## config.mk

```make
export PLATFORM = sky130hd
export DESIGN_NAME = n64_drive_mixer_flat
export DESIGN_NICKNAME = d
export VERILOG_FILES = /design/src/rtl/n64_pkg.sv /design/src/rtl/n64_drive_mixer_if.sv /design/src/rtl/n64_pwm_channel.sv /design/src/rtl/n64_drive_mixer.sv /design/src/flat_wrapper.sv
export SDC_FILE = /design/constraint.sdc
export NUM_CORES = 1
export LEC_CHECK = 0
export CORE_MARGIN = 3
export CORE_UTILIZATION = 50
export CTS_CLUSTER_DIAMETER = 100
export DETAILED_ROUTE_END_ITERATION = 8
export PLACE_DENSITY = 0.7
export SLEW_MARGIN = 10
export SYNTH_ARGS = -nofsm -noshare
export SYNTH_HDL_FRONTEND = slang
export SYNTH_SLANG_ARGS = --single-unit
```

## constraint.sdc

```tcl
create_clock -name PCLK -period 5.66 [get_ports PCLK]
set_clock_uncertainty 0.05 [all_clocks]
set_input_delay 1.415 -clock PCLK [delete_from_list [all_inputs] [get_ports PCLK]]
set_output_delay 1.415 -clock PCLK [all_outputs]
set_load 0.005 [all_outputs]
```

## src/rtl/n64_pkg.sv

```systemverilog
// Shared definitions for the N64 drive mixer: controller word layout,
// drive state encoding, PWM period and the stick-byte bit reversal.
package n64_pkg;

    localparam int unsigned BTN_A       = 0;
    localparam int unsigned BTN_B       = 1;
    localparam int unsigned BTN_Z       = 2;
    localparam int unsigned BTN_START   = 3;
    localparam int unsigned BTN_DU      = 4;
    localparam int unsigned BTN_DD      = 5;
    localparam int unsigned BTN_DL      = 6;
    localparam int unsigned BTN_DR      = 7;
    localparam int unsigned BTN_L       = 10;
    localparam int unsigned BTN_R       = 11;
    localparam int unsigned BTN_CU      = 12;
    localparam int unsigned BTN_CD      = 13;
    localparam int unsigned BTN_CL      = 14;
    localparam int unsigned BTN_CR      = 15;
    localparam int unsigned STICK_X_LSB = 16;
    localparam int unsigned STICK_Y_LSB = 24;
    localparam int unsigned STICK_W     = 8;

    localparam int unsigned PWM_PERIOD  = 255;

    typedef enum logic [1:0] {
        DISARMED = 2'd0,
        ARMED    = 2'd1,
        FAILSAFE = 2'd2
    } drive_state_e;

    // Stick bytes arrive MSB-first, so the captured byte is bit-reversed.
    function automatic logic [7:0] bit_rev8(input logic [7:0] v);
        logic [7:0] r;
        for (int i = 0; i < 8; i++) begin
            r[i] = v[7-i];
        end
        return r;
    endfunction

endpackage

```

## src/rtl/n64_drive_mixer_if.sv

```systemverilog
// Captured-frame bus from the N64 controller reader to the drive mixer.
interface n64_drive_mixer_if;
    logic [31:0] frame_data;
    logic        frame_valid;

    modport master (output frame_data, output frame_valid);
    modport slave  (input  frame_data, input  frame_valid);
endinterface

```

## src/rtl/n64_pwm_channel.sv

```systemverilog
// One sign-magnitude PWM channel: duty/dir latched only at the period
// boundary, with an immediate force-off path for disarm/failsafe.
module n64_pwm_channel
    import n64_pkg::*;
#(
    parameter int unsigned PWM_DIV = 392
) (
    input  logic       clk,
    input  logic       rst_n,
    input  logic [7:0] duty,
    input  logic       dir_cmd,
    input  logic       force_off,
    output logic       pwm,
    output logic       dir
);
    localparam int unsigned PRE_W = (PWM_DIV > 1) ? $clog2(PWM_DIV) : 1;
    localparam int unsigned CNT_W = 8;

    logic [PRE_W-1:0] pre;
    logic [CNT_W-1:0] cnt;
    logic [7:0]       duty_q;
    logic             pre_wrap;
    logic             boundary;
    logic [7:0]       duty_eff;

    assign pre_wrap = (pre == PRE_W'(PWM_DIV - 1));
    assign boundary = (pre == '0) && (cnt == '0);
    assign duty_eff = boundary ? duty : duty_q;

    // Prescaler and period counter run free; they never stop for force-off.
    always_ff @(posedge clk or negedge rst_n) begin
        if (!rst_n) begin
            pre <= '0;
            cnt <= '0;
        end else begin
            pre <= pre_wrap ? '0 : pre + PRE_W'(1);
            if (pre_wrap) begin
                cnt <= (cnt == CNT_W'(PWM_PERIOD - 1)) ? '0 : cnt + CNT_W'(1);
            end
        end
    end

    always_ff @(posedge clk or negedge rst_n) begin
        if (!rst_n) begin
            duty_q <= '0;
            dir    <= 1'b0;
            pwm    <= 1'b0;
        end else if (force_off) begin
            duty_q <= '0;
            dir    <= 1'b0;
            pwm    <= 1'b0;
        end else begin
            if (boundary) begin
                duty_q <= duty;
                dir    <= dir_cmd;
            end
            pwm <= (cnt < duty_eff);
        end
    end

endmodule

```

## src/rtl/n64_drive_mixer.sv

```systemverilog
// N64 controller word -> deadzone -> differential mix -> two PWM channels,
// gated by an arm/disarm FSM and a link-loss watchdog.
module n64_drive_mixer
    import n64_pkg::*;
#(
    parameter int unsigned PWM_DIV        = 392,
    parameter int unsigned DEADZONE       = 8,
    parameter int unsigned TIMEOUT_CYCLES = 5_000_000
) (
    input  logic               PCLK,
    input  logic               PRESERN,
    n64_drive_mixer_if.slave   bus,
    output logic               left_pwm,
    output logic               right_pwm,
    output logic               left_dir,
    output logic               right_dir,
    output logic               armed,
    output logic               failsafe,
    output logic signed [7:0]  stick_x,
    output logic signed [7:0]  stick_y
);
    localparam int unsigned WD_W = $clog2(TIMEOUT_CYCLES + 1);

    localparam logic [1:0] ST_DISARMED = DISARMED;
    localparam logic [1:0] ST_ARMED    = ARMED;
    localparam logic [1:0] ST_FAILSAFE = FAILSAFE;

    logic [1:0]        state;
    logic [1:0]        state_next;
    logic              prev_start;
    logic [WD_W-1:0]   wd;
    logic              frame_start;
    logic              frame_z;
    logic              start_rise;
    logic              wd_expire;
    logic signed [7:0] x_sh;
    logic signed [7:0] y_sh;
    logic signed [8:0] left_sum;
    logic signed [8:0] right_sum;
    logic signed [7:0] cmd_left;
    logic signed [7:0] cmd_right;
    logic              force_off;

    function automatic logic signed [7:0] shape_axis(input logic signed [7:0] v);
        logic [8:0] mag;
        mag = v[7] ? 9'(-{v[7], v}) : {1'b0, v};
        if (mag < 9'(DEADZONE)) begin
            return '0;
        end else if (v == 8'sh80) begin
            return 8'sh81;
        end
        return v;
    endfunction

    function automatic logic signed [7:0] sat_cmd(input logic signed [8:0] s);
        if (s > 9'sd127) begin
            return 8'sd127;
        end else if (s < -9'sd127) begin
            return 8'sh81;
        end
        return s[7:0];
    endfunction

    function automatic logic [7:0] cmd_duty(input logic signed [7:0] c);
        logic [7:0] mag;
        mag = c[7] ? 8'(-c) : 8'(c);
        return mag << 1;
    endfunction

    assign frame_start = bus.frame_data[BTN_START];
    assign frame_z     = bus.frame_data[BTN_Z];
    assign start_rise  = frame_start && !prev_start;
    // A frame in the expiry cycle clears the watchdog, so the frame wins the tie.
    assign wd_expire   = !bus.frame_valid && (wd == WD_W'(TIMEOUT_CYCLES - 1));

    always_ff @(posedge PCLK or negedge PRESERN) begin
        if (!PRESERN) begin
            state <= ST_DISARMED;
        end else begin
            state <= state_next;
        end
    end

    always_comb begin
        state_next = state;
        if (bus.frame_valid) begin
            case (state)
                ST_DISARMED: if (start_rise)            state_next = ST_ARMED;
                ST_ARMED:    if (frame_z || start_rise) state_next = ST_DISARMED;
                default:                                state_next = ST_DISARMED;
            endcase
        end else if (wd_expire) begin
            state_next = ST_FAILSAFE;
        end
    end

    always_ff @(posedge PCLK or negedge PRESERN) begin
        if (!PRESERN) begin
            armed      <= 1'b0;
            failsafe   <= 1'b0;
            prev_start <= 1'b0;
            wd         <= '0;
            stick_x    <= '0;
            stick_y    <= '0;
        end else begin
            armed    <= (state_next == ST_ARMED);
            failsafe <= (state_next == ST_FAILSAFE);
            if (bus.frame_valid) begin
                prev_start <= frame_start;
                wd         <= '0;
                stick_x    <= bit_rev8(bus.frame_data[STICK_X_LSB +: STICK_W]);
                stick_y    <= bit_rev8(bus.frame_data[STICK_Y_LSB +: STICK_W]);
            end else if (wd != WD_W'(TIMEOUT_CYCLES)) begin
                wd <= wd + WD_W'(1);
            end
        end
    end

    assign x_sh      = shape_axis(stick_x);
    assign y_sh      = shape_axis(stick_y);
    assign left_sum  = $signed({y_sh[7], y_sh}) + $signed({x_sh[7], x_sh});
    assign right_sum = $signed({y_sh[7], y_sh}) - $signed({x_sh[7], x_sh});

    always_ff @(posedge PCLK or negedge PRESERN) begin
        if (!PRESERN) begin
            cmd_left  <= '0;
            cmd_right <= '0;
        end else if (state == ST_ARMED) begin
            cmd_left  <= sat_cmd(left_sum);
            cmd_right <= sat_cmd(right_sum);
        end else begin
            cmd_left  <= '0;
            cmd_right <= '0;
        end
    end

    // Leaving ARMED kills both outputs on the same edge the state changes.
    assign force_off = (state_next != ST_ARMED);

    n64_pwm_channel #(.PWM_DIV(PWM_DIV)) u_left (
        .clk       (PCLK),
        .rst_n     (PRESERN),
        .duty      (cmd_duty(cmd_left)),
        .dir_cmd   (cmd_left[7]),
        .force_off (force_off),
        .pwm       (left_pwm),
        .dir       (left_dir)
    );

    n64_pwm_channel #(.PWM_DIV(PWM_DIV)) u_right (
        .clk       (PCLK),
        .rst_n     (PRESERN),
        .duty      (cmd_duty(cmd_right)),
        .dir_cmd   (cmd_right[7]),
        .force_off (force_off),
        .pwm       (right_pwm),
        .dir       (right_dir)
    );

endmodule

```

## src/flat_wrapper.sv

```systemverilog
// flat-port wrapper written by rule: the top's interface ports become plain ports
module n64_drive_mixer_flat import n64_pkg::*;
#(
    parameter int unsigned PWM_DIV        = 392,
    parameter int unsigned DEADZONE       = 8,
    parameter int unsigned TIMEOUT_CYCLES = 5_000_000
)
  (PCLK, PRESERN, left_pwm, right_pwm, left_dir, right_dir, armed, failsafe, stick_x, stick_y, bus_frame_data, bus_frame_valid);
  n64_drive_mixer_if bus_i ();
  input  logic PCLK;
  input  logic PRESERN;
  output logic left_pwm;
  output logic right_pwm;
  output logic left_dir;
  output logic right_dir;
  output logic armed;
  output logic failsafe;
  output logic signed [7:0] stick_x;
  output logic signed [7:0] stick_y;
  input wire logic [$bits(bus_i.frame_data)-1:0] bus_frame_data;
  input wire logic [$bits(bus_i.frame_valid)-1:0] bus_frame_valid;
  assign bus_i.frame_data = bus_frame_data;
  assign bus_i.frame_valid = bus_frame_valid;
  n64_drive_mixer #(.PWM_DIV(PWM_DIV), .DEADZONE(DEADZONE), .TIMEOUT_CYCLES(TIMEOUT_CYCLES)) u_core (.PCLK(PCLK), .PRESERN(PRESERN), .bus(bus_i), .left_pwm(left_pwm), .right_pwm(right_pwm), .left_dir(left_dir), .right_dir(right_dir), .armed(armed), .failsafe(failsafe), .stick_x(stick_x), .stick_y(stick_y));
endmodule
```

== After elaboration in Yosys (flattened, before gate mapping) ==
Cells that the tools add are included.
Storage, ports and cells
  bits in registers: 114
  bits in latches: 0
  memory bits (writable): 0
  bits in read-only memories: 0
  bits of input ports: 35
  output and inout port bits: 22
  word-level logic and storage cells: 114
  memories: 0
Cells by class
  add/sub/neg operators: 11
  multipliers: 0
  div/mod/pow operators: 0
  order comparisons: 8
  eq/ne operators: 12
  shift-type cells: 0
  muxes and demuxes: 49
  bitwise operators: 0
  reduce and logical (&&, ||, !) cells: 15
Operators with widths (count)
  2-to-1 mux 8 bit: 20
  2-to-1 mux 23 bit: 2
  2-to-1 mux 9 bit: 4
  equality test 8 bit (second input constant): 4
  adder 23 x 1 -> 23 bit (second input constant): 1
  equality test 23 bit (second input constant): 1
  != test 23 bit (second input constant): 1
  adder 9 x 1 -> 9 bit (second input constant): 2
  equality test 9 bit (second input constant): 2
  > comparator 9 x 8 -> 1 bit (second input constant): 2
  zero test 9 bit: 2
  < comparator 9 x 4 -> 1 bit (second input constant): 2
  < comparator 9 x 8 -> 1 bit (second input constant): 2
  negator 9 bit: 2
  adder 8 x 1 -> 8 bit (second input constant): 2
  zero test 8 bit: 2
  < comparator 8 bit: 2
  2-to-1 mux 1 bit: 16
  2-to-1 mux 7 bit: 2
  negator 7 bit: 2
  adder 8 x 8 -> 9 bit: 1
  subtractor 8 x 8 -> 9 bit: 1
  2-to-1 mux 2 bit: 4
  nonzero test 2 bit: 3
  other kinds (8): 13

== Logic depth before layout (Yosys ltp) ==
  word-level depth: 12
  gate-level depth with buffers: 14
  gate-level depth less buffers: 14

== By module ==
From an unflattened synthesis, not the netlist that was laid out.
Unflattened totals
  cells, all modules: 708
  area total of the unflattened synthesis: 6926.6 um^2
By module, submodules not included
  n64_drive_mixer: instances 1, cells an instance 414, area each 3918.8 um^2, seq. area each 1501.4 um^2
  n64_pwm_channel: instances 2, cells an instance 147, area each 1503.9 um^2, seq. area each 675.6 um^2

== Least setup slack after synthesis ==
OpenSTA, ideal clock, no wires.
  path type: register -> register
  start: register u_core.stick_x[3]
  end: register u_core.cmd_left[0]
  library setup time: 0.126 ns
  data arrival time: 3.270 ns
  required time: 5.484 ns
  setup slack: 2.214 ns
  cell stages (with the launch flop): 14
  buffers on the path: 0
  clock period less this slack: 3.446 ns
  cells stage by stage: dfrtp_1 -> or4_1 -> nor2_1 -> a21oi_1 -> nor2b_1 -> ha_1 -> inv_1 -> fa_1 -> or2_1 -> a211oi_2 -> o21ai_2 -> mux2i_2 -> or4b_1 -> o311a_1
On the way
  cells in the longest elaborated chain, start to end: 12
  elaborated cells on any way between the ends: 17
  classes of those cells: 2 x add/sub; 3 x order compare; 1 x eq/ne; 11 x mux
RTL lines
  start, declared: RTL line n64_drive_mixer.sv:19  | output logic signed [7:0] stick_x,
  start signal, assigned: RTL line n64_drive_mixer.sv:111  | stick_x <= bit_rev8(bus.frame_data[STICK_X_LSB +: STICK_W]);
  negator 9 bit: RTL line n64_drive_mixer.sv:46  | mag = v[7] ? 9'(-{v[7], v}) : {1'b0, v};
  2-to-1 mux 9 bit: RTL line n64_drive_mixer.sv:46
  < comparator 9 x 4 -> 1 bit: RTL line n64_drive_mixer.sv:47  | if (mag < 9'(DEADZONE)) begin
  2-to-1 mux 8 bit or 2-to-1 mux 1 bit (tied branches): RTL line n64_drive_mixer.sv:47
  2-to-1 mux 8 bit *: RTL line n64_drive_mixer.sv:52  | return v;
  adder 8 x 8 -> 9 bit *: RTL line n64_drive_mixer.sv:121  | assign left_sum = $signed({y_sh[7], y_sh}) + $signed({x_sh[7], x_sh});
  < comparator 9 x 8 -> 1 bit: RTL line n64_drive_mixer.sv:58  | end else if (s < -9'sd127) begin
  2-to-1 mux 1 bit: RTL line n64_drive_mixer.sv:58
  2-to-1 mux 1 bit: RTL line n64_drive_mixer.sv:56  | if (s > 9'sd127) begin
  2-to-1 mux 1 bit: RTL line n64_drive_mixer.sv:128  | end else if (state == ST_ARMED) begin
  2-to-1 mux 8 bit *: RTL line n64_drive_mixer.sv:61  | return s[7:0];
  2-to-1 mux 8 bit *: RTL line n64_drive_mixer.sv:128
  end signal, assigned: RTL line n64_drive_mixer.sv:129  | cmd_left <= sat_cmd(left_sum);
  end, declared: RTL line n64_drive_mixer.sv:40  | logic signed [7:0] cmd_left;
Every way passes the cells marked *; elsewhere a longest branch is shown, timed or not. The select of a mux whose other input is x is not followed.
A chain may end at the register's enable or synchronous reset.

== Worst setup path after layout ==
Ends and elaborated chain as after synthesis.

==> flow_summary.json <==
{
  "diodes": 0,
  "globalplace.congestion": 0.8756,
  "leakage_nw": 3.559,
  "synth_edf_count": 0,
  "finalWorstSetupSlack_ps": 1859,
  "cp-start-kind": "register",
  "start_util_pct": 51.40,
  "syn2layout_area_growth_pct": 15.98,
  "fin_cells": 955,
  "cts_sinks": 114,
  "ys_ff_latch": 114,
  "grt_max_degree": 79,
  "max_cap_viol_count": 0,
  "post-route-util_pct": 59.61,
  "critPathCaptureType": "register",
  "yosysWarnings": 0,
  "clkTransAtPathRegs_ps": 60,
  "finalPower_mw": 2.464,
  "tritoncts": "yes",
  "cts_resized": 0,
  "grt_pass1_wl_mm": 24.94,
  "yosys.cell_types.count": 76,
  "rsz0062_at_grt": "no",
  "hpwl_mm": 10.29,
  "cts-buffers-inserted": 17,
  "cp_data_required_time_ps": 5900,
  "wl_mm": 14.28,
  "overflow": 0,
  "setup_tns_ps": 0,
  "finalMaxSlewViolations": 0,
  "peakVddDrop_uv": 264.3,
  "rows": 42,
  "root_buffer": "clkbuf_16",
  "first_pass_iters": 5,
  "hold_path_class": "reg -> reg",
  "drive_above_1_share_pct": 9.499,
  "syn_avg_cell_area_um2": 9.449,
  "cts_htree_levels": 4,
  "nNetsFinal": 848,
  "crit_fanout": 5,
  "p_per_area_nw_per_um2": 309.7,
  "status": "complete, no violations",
  "num_vias": 5387,
  "tightestPinTransition_ps": 983.1,
  "critPathKind": "reg -> reg",
  "cts.path.max_buffers": 2,
  "route.detailed.drc": 0,
  "track_usage_pct": 20.35,
  "place_inst": 924,
  "clk_latency_ps": 410,
  "arrival_ps": 4040,
  "finalHoldViolCount": 0,
  "antenna_found_initial": 0,
  "synthesis.area_um2": 6860,
  "routedWlPerCell_um": 14.95,
  "die_area_um2": 15160,
  "holdBufCountCts": 0,
  "period_share_pct": 67.15,
  "finalSetupViolations": 0,
  "reg2reg_slack_ps": 1860,
  "design_area_um2": 7956,
  "core-area_um2": 13350,
  "syn-instance-count": 726,
  "ys.flop_type": "dfrtp_1",
  "io_pins": 57,
  "synthArstFlopShare_pct": 100.0,
  "place_area_um2": 7403,
  "die_x_um": 123.1,
  "die_h_um": 123.1,
  "drtIter0Drc": 272,
  "synth_nets": 807,
  "io_buffers": 42,
  "min_period_ps": 3801,
  "max_freq_mhz": 263.1,
  "via_per_inst": 5.641,
  "yosysSeqAreaShare_pct": 41.58,
  "relSlewSlack_pct": 34.46,
  "first_global_vias": 5444,
  "postCtsSetupRepairBufs": 0,
  "fin_hold_ws_ps": 448.4,
  "ant_nets": 0,
  "pre_cts_slack_ps": 1880
}
layout make-up:
class,count,area [um2]
Fill cell,1141,5391
Multi-Input combinational cell,550,3747
Sequential cell,114,2853
Clock buffer,18,439.2
Timing Repair Buffer,44,432.9
Tap cell,176,220.2
Inverter,40,150.1
Clock inverter,13,113.9
final timing paths:
kind,start,end,cells after the start
hold / removal,u_core.u_right.duty_q[0]$_DFF_PN0_,u_core.u_right.duty_q[0]$_DFF_PN0_,2
setup / recovery,u_core.stick_x[3]$_DFFE_PN0P_,u_core.cmd_left[0]$_DFF_PN0_,13
setup reg to reg,u_core.stick_x[3]$_DFFE_PN0P_,u_core.cmd_left[0]$_DFF_PN0_,13
min in group asynchronous,PRESERN,u_core.u_right.cnt[1]$_DFFE_PN0N_,1
max in group asynchronous,PRESERN,u_core.wd[19]$_DFFE_PN0P_,2
hold reg to reg,u_core.u_right.duty_q[0]$_DFF_PN0_,u_core.u_right.duty_q[0]$_DFF_PN0_,2
cells in the mapped netlist, types with 3 or more instances:
cell type  number  area (um2)
and3_1         16       100.1
nor4b_1         4       35.03
xnor2_1        28       245.2
nand3_1        30       150.1
mux2_2         19       214.0
o21a_1          5       37.54
nor2_1         87       326.6
a31oi_1         9       56.30
a211oi_1        3       22.52
o31ai_1        12       90.09
nor2b_1        13       81.33
a21oi_1        32       160.2
nor4_2          3       37.54
nand2b_1        5       31.28
xor2_1         22       192.7
buf_6           3       33.78
dfrtp_1       114        2853
or3_1           7       43.79
nor4_1          5       31.28
o21ai_0        36       180.2
nand2_1        45       168.9
ha_1           44       550.5
o21bai_1        4       30.03
a21o_1          7       52.55
mux2i_1         9       90.09
nand4_1        15       93.84
o211ai_1        4       30.03
buf_2           4       20.02
clkbuf_1       14       52.55
nor3_1         20       100.1
and2_1         10       62.56
or2_2           3       18.77
inv_1          40       150.1
critical path: stages, from the launching register on:
cell and delay, ps:
dfrtp_1 410, or4_1 560, nor2_1 100, a21oi_1 70, nor2b_1 230, ha_1 210
inv_1 50, fa_1 460, or2_1 280, a211oi_2 250, o21ai_2 150, mux2i_2 260
or4b_1 460, o311a_1 140
sequential cells by signal (all words and copies together), names as in the netlist:
| signal | cells |
|---|---|
| u_core.stick_y | 8 |
| u_core.cmd_left | 8 |
| u_core.u_right.cnt | 8 |
| u_core.u_left.pwm | 1 |
| u_core.cmd_right | 8 |
| u_core.u_right.dir | 1 |
| u_core.failsafe | 1 |
| u_core.u_right.pre | 9 |
| u_core.u_right.pwm | 1 |
| u_core.u_left.duty_q | 8 |
| u_core.u_left.pre | 9 |
| u_core.prev_start | 1 |
| u_core.stick_x | 8 |
| u_core.u_left.dir | 1 |
| u_core.armed | 1 |
| u_core.u_right.duty_q | 8 |
| u_core.wd | 23 |
| u_core.state | 2 |
| u_core.u_left.cnt | 8 |
logic make-up after synthesis:
group                      share of synthesized area (%)
buffers and inverters                              3.793
DFF                                                41.58
adders and majority gates                          8.900
and+or+nand+nor                                    21.30
AOI/OAI and AO/OA                                  13.41
muxes                                              4.633
xor gates and xnor gates                           6.383
metal layers:
metal	vias up	GRT usage (%)	routed length, um
met5	-	0	0
met4	0	8.304	289
met3	25	4.849	548
met2	109	34.15	7061
met1	2609	25.24	6378
li1	2644	-	-
placed cells by master, fill, tap and decap left out, types with 7 or more instances in the layout:
| cell type | synthesis | final |
|---|---|---|
| dfrtp_1 | 114 | 114 |
| nor3_1 | 20 | 20 |
| mux2i_1 | 9 | 9 |
| a21o_1 | 7 | 7 |
| and3_1 | 16 | 16 |
| inv_1 | 40 | 40 |
| o31ai_1 | 12 | 12 |
| xnor2_1 | 28 | 28 |
| a31oi_1 | 9 | 9 |
| nor2b_1 | 13 | 13 |
| nand3_1 | 30 | 30 |
| nand4_1 | 15 | 15 |
| or3_1 | 7 | 7 |
| clkdlybuf4s50_1 | 0 | 41 |
| nor2_1 | 87 | 87 |
| a21oi_1 | 32 | 32 |
| and2_1 | 10 | 10 |
| o21ai_0 | 36 | 36 |
| clkbuf_16 | 0 | 17 |
| mux2_2 | 19 | 19 |
| xor2_1 | 22 | 22 |
| ha_1 | 44 | 44 |
| nand2_1 | 45 | 45 |
where the power goes:
part	internal [mW]	switching [mW]
registers	0.861	0.0413
logic	0.242	0.325
clock network	0.610	0.384
Power figures use the tool's default switching activity.
